`src/rtl/uart_tx_sched_if.sv`:
```
// Handshake bundle between the requesters, the round-robin scheduler and the UART transmitter.
interface uart_tx_sched_if #(
   parameter int unsigned N_REQ = 4
);
   logic [N_REQ-1:0]   req_valid;
   logic [8*N_REQ-1:0] req_data;
   logic [N_REQ-1:0]   req_ack;
   logic               tx_busy;
   logic [7:0]         tx_data;
   logic               tx_start;
   logic [2:0]         grant_id;
   logic               frame_done;
   logic               err_tmo;

   modport master (
      input  req_valid, req_data, tx_busy,
      output req_ack, tx_data, tx_start, grant_id, frame_done, err_tmo
   );

   modport slave (
      output req_valid, req_data, tx_busy,
      input  req_ack, tx_data, tx_start, grant_id, frame_done, err_tmo
   );
endinterface

```
`src/rtl/uart_tx_sched.sv`:
```
// Round-robin scheduler sharing one UART transmitter between N_REQ byte requesters.
// Launch via a held tx_start level, tracks tx_busy through the frame, enforces a low gap.
module uart_tx_sched #(
   parameter int unsigned N_REQ      = 4,
   parameter int unsigned LAUNCH_TMO = 8,
   parameter int unsigned FRAME_TMO  = 255,
   parameter int unsigned GAP_CYC    = 2
) (
   input  logic            clk,
   input  logic            rst,
   uart_tx_sched_if.master bus
);
   localparam int unsigned TMO_MAX = (LAUNCH_TMO > FRAME_TMO) ? LAUNCH_TMO : FRAME_TMO;
   localparam int unsigned CNT_W   = $clog2(TMO_MAX + 1);
   localparam logic [CNT_W-1:0] LAUNCH_LAST = CNT_W'(LAUNCH_TMO - 1);
   localparam logic [CNT_W-1:0] FRAME_LAST  = CNT_W'(FRAME_TMO - 1);
   localparam logic [CNT_W-1:0] GAP_LAST    = CNT_W'(GAP_CYC - 1);

   typedef enum logic [2:0] {
      S_IDLE,
      S_ARB,
      S_LAUNCH,
      S_SEND,
      S_GAP
   } state_e;

   state_e           state_q, state_d;
   logic [2:0]       rr_ptr_q, rr_ptr_d;
   logic [CNT_W-1:0] cnt_q, cnt_d;
   logic [7:0]       tx_data_q, tx_data_d;
   logic             tx_start_q, tx_start_d;
   logic [2:0]       grant_q, grant_d;
   logic [N_REQ-1:0] ack_q, ack_d;
   logic             done_q, done_d;
   logic             tmo_q, tmo_d;

   logic [7:0]       valid8;
   logic [63:0]      data64;
   logic [3:0]       sum;
   logic             found;
   logic [2:0]       pick;

   assign valid8 = 8'(bus.req_valid);
   assign data64 = 64'(bus.req_data);

   // First pending requester at or after rr_ptr, wrapping modulo N_REQ.
   always_comb begin
      found = 1'b0;
      pick  = '0;
      sum   = '0;
      for (int unsigned i = 0; i < N_REQ; i++) begin
         sum = {1'b0, rr_ptr_q} + 4'(i);
         if (sum >= 4'(N_REQ)) begin
            sum = sum - 4'(N_REQ);
         end
         if (!found && valid8[sum[2:0]]) begin
            found = 1'b1;
            pick  = sum[2:0];
         end
      end
   end

   always_comb begin
      state_d    = state_q;
      rr_ptr_d   = rr_ptr_q;
      cnt_d      = cnt_q;
      tx_data_d  = tx_data_q;
      tx_start_d = 1'b0;
      grant_d    = grant_q;
      ack_d      = '0;
      done_d     = 1'b0;
      tmo_d      = 1'b0;

      unique case (state_q)
         S_IDLE: begin
            if (|bus.req_valid && !bus.tx_busy) begin
               state_d = S_ARB;
            end
         end
         S_ARB: begin
            cnt_d = '0;
            if (found) begin
               tx_data_d  = data64[{pick, 3'b000} +: 8];
               grant_d    = pick;
               ack_d      = N_REQ'(8'd1 << pick);
               rr_ptr_d   = (pick == 3'(N_REQ - 1)) ? 3'd0 : pick + 3'd1;
               tx_start_d = 1'b1;
               state_d    = S_LAUNCH;
            end else begin
               state_d = S_IDLE;
            end
         end
         S_LAUNCH: begin
            if (bus.tx_busy) begin
               cnt_d   = '0;
               state_d = S_SEND;
            end else if (cnt_q == LAUNCH_LAST) begin
               tmo_d   = 1'b1;
               cnt_d   = '0;
               state_d = S_GAP;
            end else begin
               tx_start_d = 1'b1;
               cnt_d      = cnt_q + CNT_W'(1);
            end
         end
         S_SEND: begin
            if (!bus.tx_busy) begin
               done_d  = 1'b1;
               cnt_d   = '0;
               state_d = S_GAP;
            end else if (cnt_q == FRAME_LAST) begin
               tmo_d   = 1'b1;
               cnt_d   = '0;
               state_d = S_GAP;
            end else begin
               cnt_d = cnt_q + CNT_W'(1);
            end
         end
         S_GAP: begin
            if (cnt_q == GAP_LAST) begin
               cnt_d   = '0;
               state_d = S_IDLE;
            end else begin
               cnt_d = cnt_q + CNT_W'(1);
            end
         end
         default: begin
            state_d = S_IDLE;
         end
      endcase
   end

   always_ff @(posedge clk or negedge rst) begin
      if (!rst) begin
         state_q    <= S_IDLE;
         rr_ptr_q   <= '0;
         cnt_q      <= '0;
         tx_data_q  <= '0;
         tx_start_q <= 1'b0;
         grant_q    <= '0;
         ack_q      <= '0;
         done_q     <= 1'b0;
         tmo_q      <= 1'b0;
      end else begin
         state_q    <= state_d;
         rr_ptr_q   <= rr_ptr_d;
         cnt_q      <= cnt_d;
         tx_data_q  <= tx_data_d;
         tx_start_q <= tx_start_d;
         grant_q    <= grant_d;
         ack_q      <= ack_d;
         done_q     <= done_d;
         tmo_q      <= tmo_d;
      end
   end

   assign bus.tx_data    = tx_data_q;
   assign bus.tx_start   = tx_start_q;
   assign bus.grant_id   = grant_q;
   assign bus.req_ack    = ack_q;
   assign bus.frame_done = done_q;
   assign bus.err_tmo    = tmo_q;
endmodule

```
`src/flat_wrapper.sv`:
```
// flat-port wrapper written by rule: the top's interface ports become plain ports
module uart_tx_sched_flat 
#(
   parameter int unsigned N_REQ      = 4,
   parameter int unsigned LAUNCH_TMO = 8,
   parameter int unsigned FRAME_TMO  = 255,
   parameter int unsigned GAP_CYC    = 2
)
  (clk, rst, bus_req_valid, bus_req_data, bus_tx_busy, bus_req_ack, bus_tx_data, bus_tx_start, bus_grant_id, bus_frame_done, bus_err_tmo);
  uart_tx_sched_if #(.N_REQ(N_REQ)) bus_i ();
  input  logic clk;
  input  logic rst;
  input wire logic [$bits(bus_i.req_valid)-1:0] bus_req_valid;
  input wire logic [$bits(bus_i.req_data)-1:0] bus_req_data;
  input wire logic [$bits(bus_i.tx_busy)-1:0] bus_tx_busy;
  output wire logic [$bits(bus_i.req_ack)-1:0] bus_req_ack;
  output wire logic [$bits(bus_i.tx_data)-1:0] bus_tx_data;
  output wire logic [$bits(bus_i.tx_start)-1:0] bus_tx_start;
  output wire logic [$bits(bus_i.grant_id)-1:0] bus_grant_id;
  output wire logic [$bits(bus_i.frame_done)-1:0] bus_frame_done;
  output wire logic [$bits(bus_i.err_tmo)-1:0] bus_err_tmo;
  assign bus_i.req_valid = bus_req_valid;
  assign bus_i.req_data = bus_req_data;
  assign bus_i.tx_busy = bus_tx_busy;
  assign bus_req_ack = bus_i.req_ack;
  assign bus_tx_data = bus_i.tx_data;
  assign bus_tx_start = bus_i.tx_start;
  assign bus_grant_id = bus_i.grant_id;
  assign bus_frame_done = bus_i.frame_done;
  assign bus_err_tmo = bus_i.err_tmo;
  uart_tx_sched #(.N_REQ(N_REQ), .LAUNCH_TMO(LAUNCH_TMO), .FRAME_TMO(FRAME_TMO), .GAP_CYC(GAP_CYC)) u_core (.clk(clk), .rst(rst), .bus(bus_i));
endmodule
```
`config.mk`:
```
export PLATFORM = sky130hd
export DESIGN_NAME = uart_tx_sched_flat
export DESIGN_NICKNAME = d
export VERILOG_FILES = /design/src/rtl/uart_tx_sched_if.sv /design/src/rtl/uart_tx_sched.sv /design/src/flat_wrapper.sv
export SDC_FILE = /design/constraint.sdc
export NUM_CORES = 1
export LEC_CHECK = 0
export CORE_MARGIN = 2
export CORE_UTILIZATION = 50
export DETAILED_ROUTE_END_ITERATION = 12
export HOLD_SLACK_MARGIN = 0.06
export PLACE_DENSITY = 0.83
export SETUP_SLACK_MARGIN = 0.5
export SLEW_MARGIN = 10
export SYNTH_ARGS = -nofsm -noshare
export SYNTH_HDL_FRONTEND = slang
export SYNTH_SLANG_ARGS = --single-unit
```
`constraint.sdc`:
```
create_clock -name clk -period 6.6 [get_ports clk]
set_clock_uncertainty 0.15 [all_clocks]
set_input_delay 1.98 -clock clk [delete_from_list [all_inputs] [get_ports clk]]
set_output_delay 1.98 -clock clk [all_outputs]
set_load 0.02 [all_outputs]
```
=== Word level (Yosys, flattened, before mapping) ===
Cells that the tools add are included.

* Register bits: 32
* Input port bits: 39

* Shifts and indexed selects: 2
* Equal/unequal tests: 12
* Add/sub/neg operators: 9
* Magnitude comparators: 8
* Multiplexer cells: 48
* Reductions and logical operators: 13

{| class="wikitable"
|+ Operator list
! kind !! count
|-
| $shiftx 64x7->8 || 1
|-
| $mux 3 || 15
|-
| $mux 8 || 5
|-
| $pmux 8 s4 || 1
|-
| $mux 1 || 17
|-
| $lt 3x4->1 const B || 4
|-
| $pmux 3 s5 || 1
|-
| $bmux 1 s3 || 4
|-
| $ge 4x3->1 const B || 3
|-
| $sub 3x3->3 const B || 4
|-
| $eq 3x2->1 const B || 3
|-
| $add 3x2->4 const B || 2
|-
| $add 8x1->8 const B || 1
|-
| $eq 8x1->1 const B || 1
|-
| $eq 8x3->1 const B || 1
|-
| $eq 8x8->1 const B || 1
|-
| $mux 4 || 2
|-
| $ne 3x2->1 const B || 2
|-
| $add 3x1->4 const B || 1
|-
| $logic_and 1x1->1 || 4
|-
| $logic_not 1->1 || 4
|-
| $ne 2x1->1 const B || 2
|-
| $pmux 1 s2 || 2
|-
| $reduce_and 4->1 || 1
|-
| 10 further kinds || 10
|}

=== Depth between registers and ports, before layout ===
* Depth in word-level cells: 17
* Gate-level depth with buffers: 11

=== Least setup slack after synthesis ===
OpenSTA, ideal clock, no wires.

* Path kind: input to register
* Start: input bus_req_valid[2]
* End: register u_core.tx_data_q[0], in the netlist u_core.bus.tx_data[0]
* Path slack: 2.787 ns
* Setup time: 0.132 ns
* Cell stages on the path: 6
* Arrival time: 3.531 ns
* Path buffers: 1
* Cell sequence: mux2_1 -> or4b_4 -> o21ai_4 -> buf_6 -> mux2i_1 -> o221ai_2

* Cells in the longest elaborated chain, start to end: 13
* Elaborated cells on any way between the ends: 24
* Classes of those cells: shift (1); mux (16); reduce/logical (7)

{| class="wikitable"
|+ Ends and longest elaborated chain
! what !! RTL line !! source
|-
| start, declared || flat_wrapper.sv:13 || <nowiki>input wire logic [$bits(bus_i.req_valid)-1:0] bus_req_valid;</nowiki>
|-
| $bmux 1 s3 || uart_tx_sched.sv:56 || <nowiki>if (!found && valid8[sum[2:0]]) begin</nowiki>
|-
| $mux 1 (not written as such) || uart_tx_sched.sv:56 ||
|-
| $mux 1 || uart_tx_sched.sv:56 ||
|-
| $logic_not 1->1 || uart_tx_sched.sv:56 ||
|-
| $logic_and 1x1->1 || uart_tx_sched.sv:56 ||
|-
| $mux 1 || uart_tx_sched.sv:56 ||
|-
| $logic_not 1->1 || uart_tx_sched.sv:56 ||
|-
| $logic_and 1x1->1 || uart_tx_sched.sv:56 ||
|-
| $mux 1 || uart_tx_sched.sv:56 ||
|-
| $logic_not 1->1 || uart_tx_sched.sv:56 ||
|-
| $logic_and 1x1->1 || uart_tx_sched.sv:56 ||
|-
| $mux 3 or $mux 1 (tied branches) || uart_tx_sched.sv:56 ||
|-
| $shiftx 64x7->8 or $reduce_and 2->1 (tied branches) || - ||
|-
| end signal, assigned || uart_tx_sched.sv:148 || <nowiki>tx_data_q <= tx_data_d;</nowiki>
|-
| end, declared || uart_tx_sched.sv:30 || <nowiki>logic [7:0] tx_data_q, tx_data_d;</nowiki>
|}

Parallel ways exist; a longest one is shown, timed or not. The select of a mux whose other input is x is not followed.
A chain may end at the register's enable or synchronous reset.

=== Final worst setup path ===
* Start: input bus_req_valid[3]
* End: register u_core.tx_data_q[6], in the netlist u_core.bus.tx_data[6]

Same word-level chain as after synthesis.

==> run metrics <==
run status=completed; port buffer count=56; Final Max Tran Viols=0; Final Hold Viols=0; DRC errors left=0; RePlAce Congestion=0.852; starting density of the core=0.521; register area share after synthesis=0.384; CTS HTree Levels=2; Final period util=0.701; vias per cell=5.73; DP HPWL=approximately 3.5 mm; post-synth top area share=0.384; Multi-input gate area=0.00117 mm²; Tmin final=4.63 ns; DRT Pass-1 Iters=4; post-route ant nets=0; CTS clk-pin slew, worst paths=approximately 0.060 ns; synth unique cells=52; Total GRT Usage=0.211; io pins=57; Worst-Skew Late Latency=0.28 ns; sequential cell area=801 µm²; area grow syn2layout=30.6%; Slew @ Worst Pin=between 0.8 and 0.9 ns; vias in the first global route=1,592; CTS buffer count=5; Die X=approximately 70 µm; cells after synthesis=between 200 and 250; top cells by area in the synthesized netlist=dfrtp_1, mux2i_1, o221ai_2, nand2_1, ha_1; cell taking the most area after synthesis=dfrtp_1; FILL cells=334; cts hold-fix bufs=0; Clk Tree Root Cell=clkbuf_8; achievable clock frequency=216 MHz; first-pass GRT wire length=7.20 mm; setup TNS=0 ns; CTS Sinks=32; die area=about 0.0047 mm²; CP startpoint=bus_req_valid[3]; RSZ-0062 raised after global routing=no; Slowest cell on crit path=clkdlybuf4s50_1; pin count of the biggest net entering global routing=33; worst path cell trace=clkdlybuf4s50_1 > mux4_2 > a21o_1 > or3b_1 > nand4_1 > buf_4 > nand2b_1 > o221ai_2; Worst Hold Class=reg -> reg; CTS tree=yes; syn nets=251; Final Core Density=0.680; n_diodes=0; fraction of layout cells with a size suffix above 1=0.100; Worst Path Required=6.59 ns; initial antenna violation count=0; Final Setup Violations=0; CP Data Arrival Time=4.62 ns; Rel. slew slack=0.460; #FFs+latches synth=32; critical path class=in -> reg; Remaining Overflow, GRT=0; Core ar.=roughly 0.0040 mm²; Syn. warnings=0; total vias in the final route=roughly 1,800; Crit Path Max Fanout=23; power density cells=~420 mW/mm²; Reg2Reg Launch Point=u_core.rr_ptr_q[0]; # nets final=304; Max IR drop VDD=0.203 mV; Crit. End Element=flip-flop; Hold Crit Start=u_core.bus.grant_id[1]; max-cap violations=0; Avg WL per Cell=15.5 µm; row count=23; post-CTS sizing=0; postcts setup bufs=0; Die Ht=68.6 µm; CP peak stage delay=about 0.53 ns; P_leak=1.18 nW; Detailed Route Iter0 Violations=118; Pwr Total=1.14 mW; syn avg cell area=10.1 µm²; WL final=4.80 mm; clk buf depth=2; CP Launch Type=input pin; Synth Cell Area=~0.0021 mm²
## stage by stage
step | cell area [µm²] | hold slack [ns] | std cells | setup WS, ns
6_report | 2720 | 0.327 | 310 | 1.97
4_1_cts | 2720 | 0.330 | 310 | 1.99
5_1_grt | 2720 | 0.366 | 310 | 1.85
3_5_place_dp | 2640 | 0.315 | 303 | 1.70
3_3_place_gp | 2640 | 0.309 | 303 | 1.72
2_1_floorplan | 2080 | 0.341 | 207 | 2.79
## where the power goes
group          leakage (nW)  total, mW  switching [mW]  internal (mW)
logic                 0.715      0.675           0.359          0.315
registers             0.420      0.329          0.0715          0.258
clock network        0.0410      0.140          0.0685         0.0715
## cell families (layout without fill, tap and decap cells)
group / Yosys count / after routing / synth area share
buffers and inverters: 22 / 75 / 0.0553
xor gates and xnor gates: 2 / 2 / 0.00841
AOI/OAI and AO/OA: 48 / 48 / 0.195
and+or+nand+nor: 72 / 72 / 0.179
adders and majority gates: 5 / 5 / 0.0300
muxes: 26 / 26 / 0.148
DFF: 32 / 32 / 0.384
## metal layers
metal | GRT usage | wire [µm] | vias to the layer above
met5 | 0 | 0 | -
met4 | 0.0975 | 130 | 0
met3 | 0.0503 | 212 | 13
met2 | 0.333 | 2410 | 50
met1 | 0.274 | 2040 | 850
li1 | - | - | 863
## synthesized netlist by cell type, drive strengths merged
master,number
a211oi,1
a21bo,1
a21o,3
a21oi,6
a221oi,1
a22o,3
a311oi,1
a31oi,1
a32o,1
a32oi,1
a41oi,1
and2,6
and3,5
and4,1
buf,9
clkbuf,3
dfrtp,32
ha,5
inv,10
mux2,2
mux2i,21
mux4,3
nand2,20
nand2b,4
nand3,3
nand3b,1
nand4,3
nor2,12
nor2b,3
nor3,7
nor3b,1
nor4,1
o21ai,13
o221ai,8
o22ai,2
o2bb2ai,1
o311ai,1
o31ai,3
or2,2
or3,1
or3b,1
or4b,1
xnor2,2
## critical path: cells and delay by family
| family | cells | cell delay, ns |
|---|---|---|
| muxes | 1 | 0.53 |
| AOI/OAI and AO/OA | 2 | 0.37 |
| and+or+nand+nor | 3 | 0.95 |
| buffers and inverters | 2 | 0.78 |
## path summary, 6_finish.rpt
check | to | slack (ns) | depth (start not counted)
worst max-delay path | u_core.bus.tx_data[6] | 1.97 | 8
worst min-delay path | u_core.bus.grant_id[1] | 0.33 | 2
worst max register to register | u_core.bus.tx_data[6] | 2.89 | 9
worst min register to register | u_core.bus.grant_id[1] | 0.33 | 2
max in group asynchronous | u_core.cnt_q[6] | 4.06 | 2
min in group asynchronous | u_core.bus.grant_id[0] | 1.94 | 2
## cell usage in the layout (no fill, tap or decap), drive strengths merged, types with 2 or more instances in the layout
| cell | Yosys | final |
|---|---|---|
| a21o | 3 | 3 |
| a21oi | 6 | 6 |
| a22o | 3 | 3 |
| and2 | 6 | 6 |
| and3 | 5 | 5 |
| buf | 9 | 2 |
| clkbuf | 3 | 6 |
| clkdlybuf4s50 | 0 | 56 |
| dfrtp | 32 | 32 |
| ha | 5 | 5 |
| inv | 10 | 10 |
| mux2 | 2 | 2 |
| mux2i | 21 | 21 |
| mux4 | 3 | 3 |
| nand2 | 20 | 20 |
| nand2b | 4 | 4 |
| nand3 | 3 | 3 |
| nand4 | 3 | 3 |
| nor2 | 12 | 12 |
| nor2b | 3 | 3 |
| nor3 | 7 | 7 |
| o21ai | 13 | 13 |
| o221ai | 8 | 8 |
| o22ai | 2 | 2 |
| o31ai | 3 | 3 |
| or2 | 2 | 2 |
| xnor2 | 2 | 2 |
## flip-flops by register name, indices dropped and copies added (netlist names)
name	flops
u_core.rr_ptr_q	3
u_core.cnt_q	8
u_core.bus.req_ack	4
u_core.bus.grant_id	3
u_core.bus.tx_data	8
u_core.bus.err_tmo	1
u_core.bus.frame_done	1
u_core.bus.tx_start	1
u_core.state_q	3
## area by class of cell
class / count / area share
inverter: 10 / 0.0138
clock inverter: 1 / 0.00184
timing repair buffer: 58 / 0.211
sequential: 32 / 0.294
multi-input combinational: 153 / 0.429
tap: 50 / 0.0230
clock buffer: 6 / 0.0267
Power figures use the tool's default switching activity.
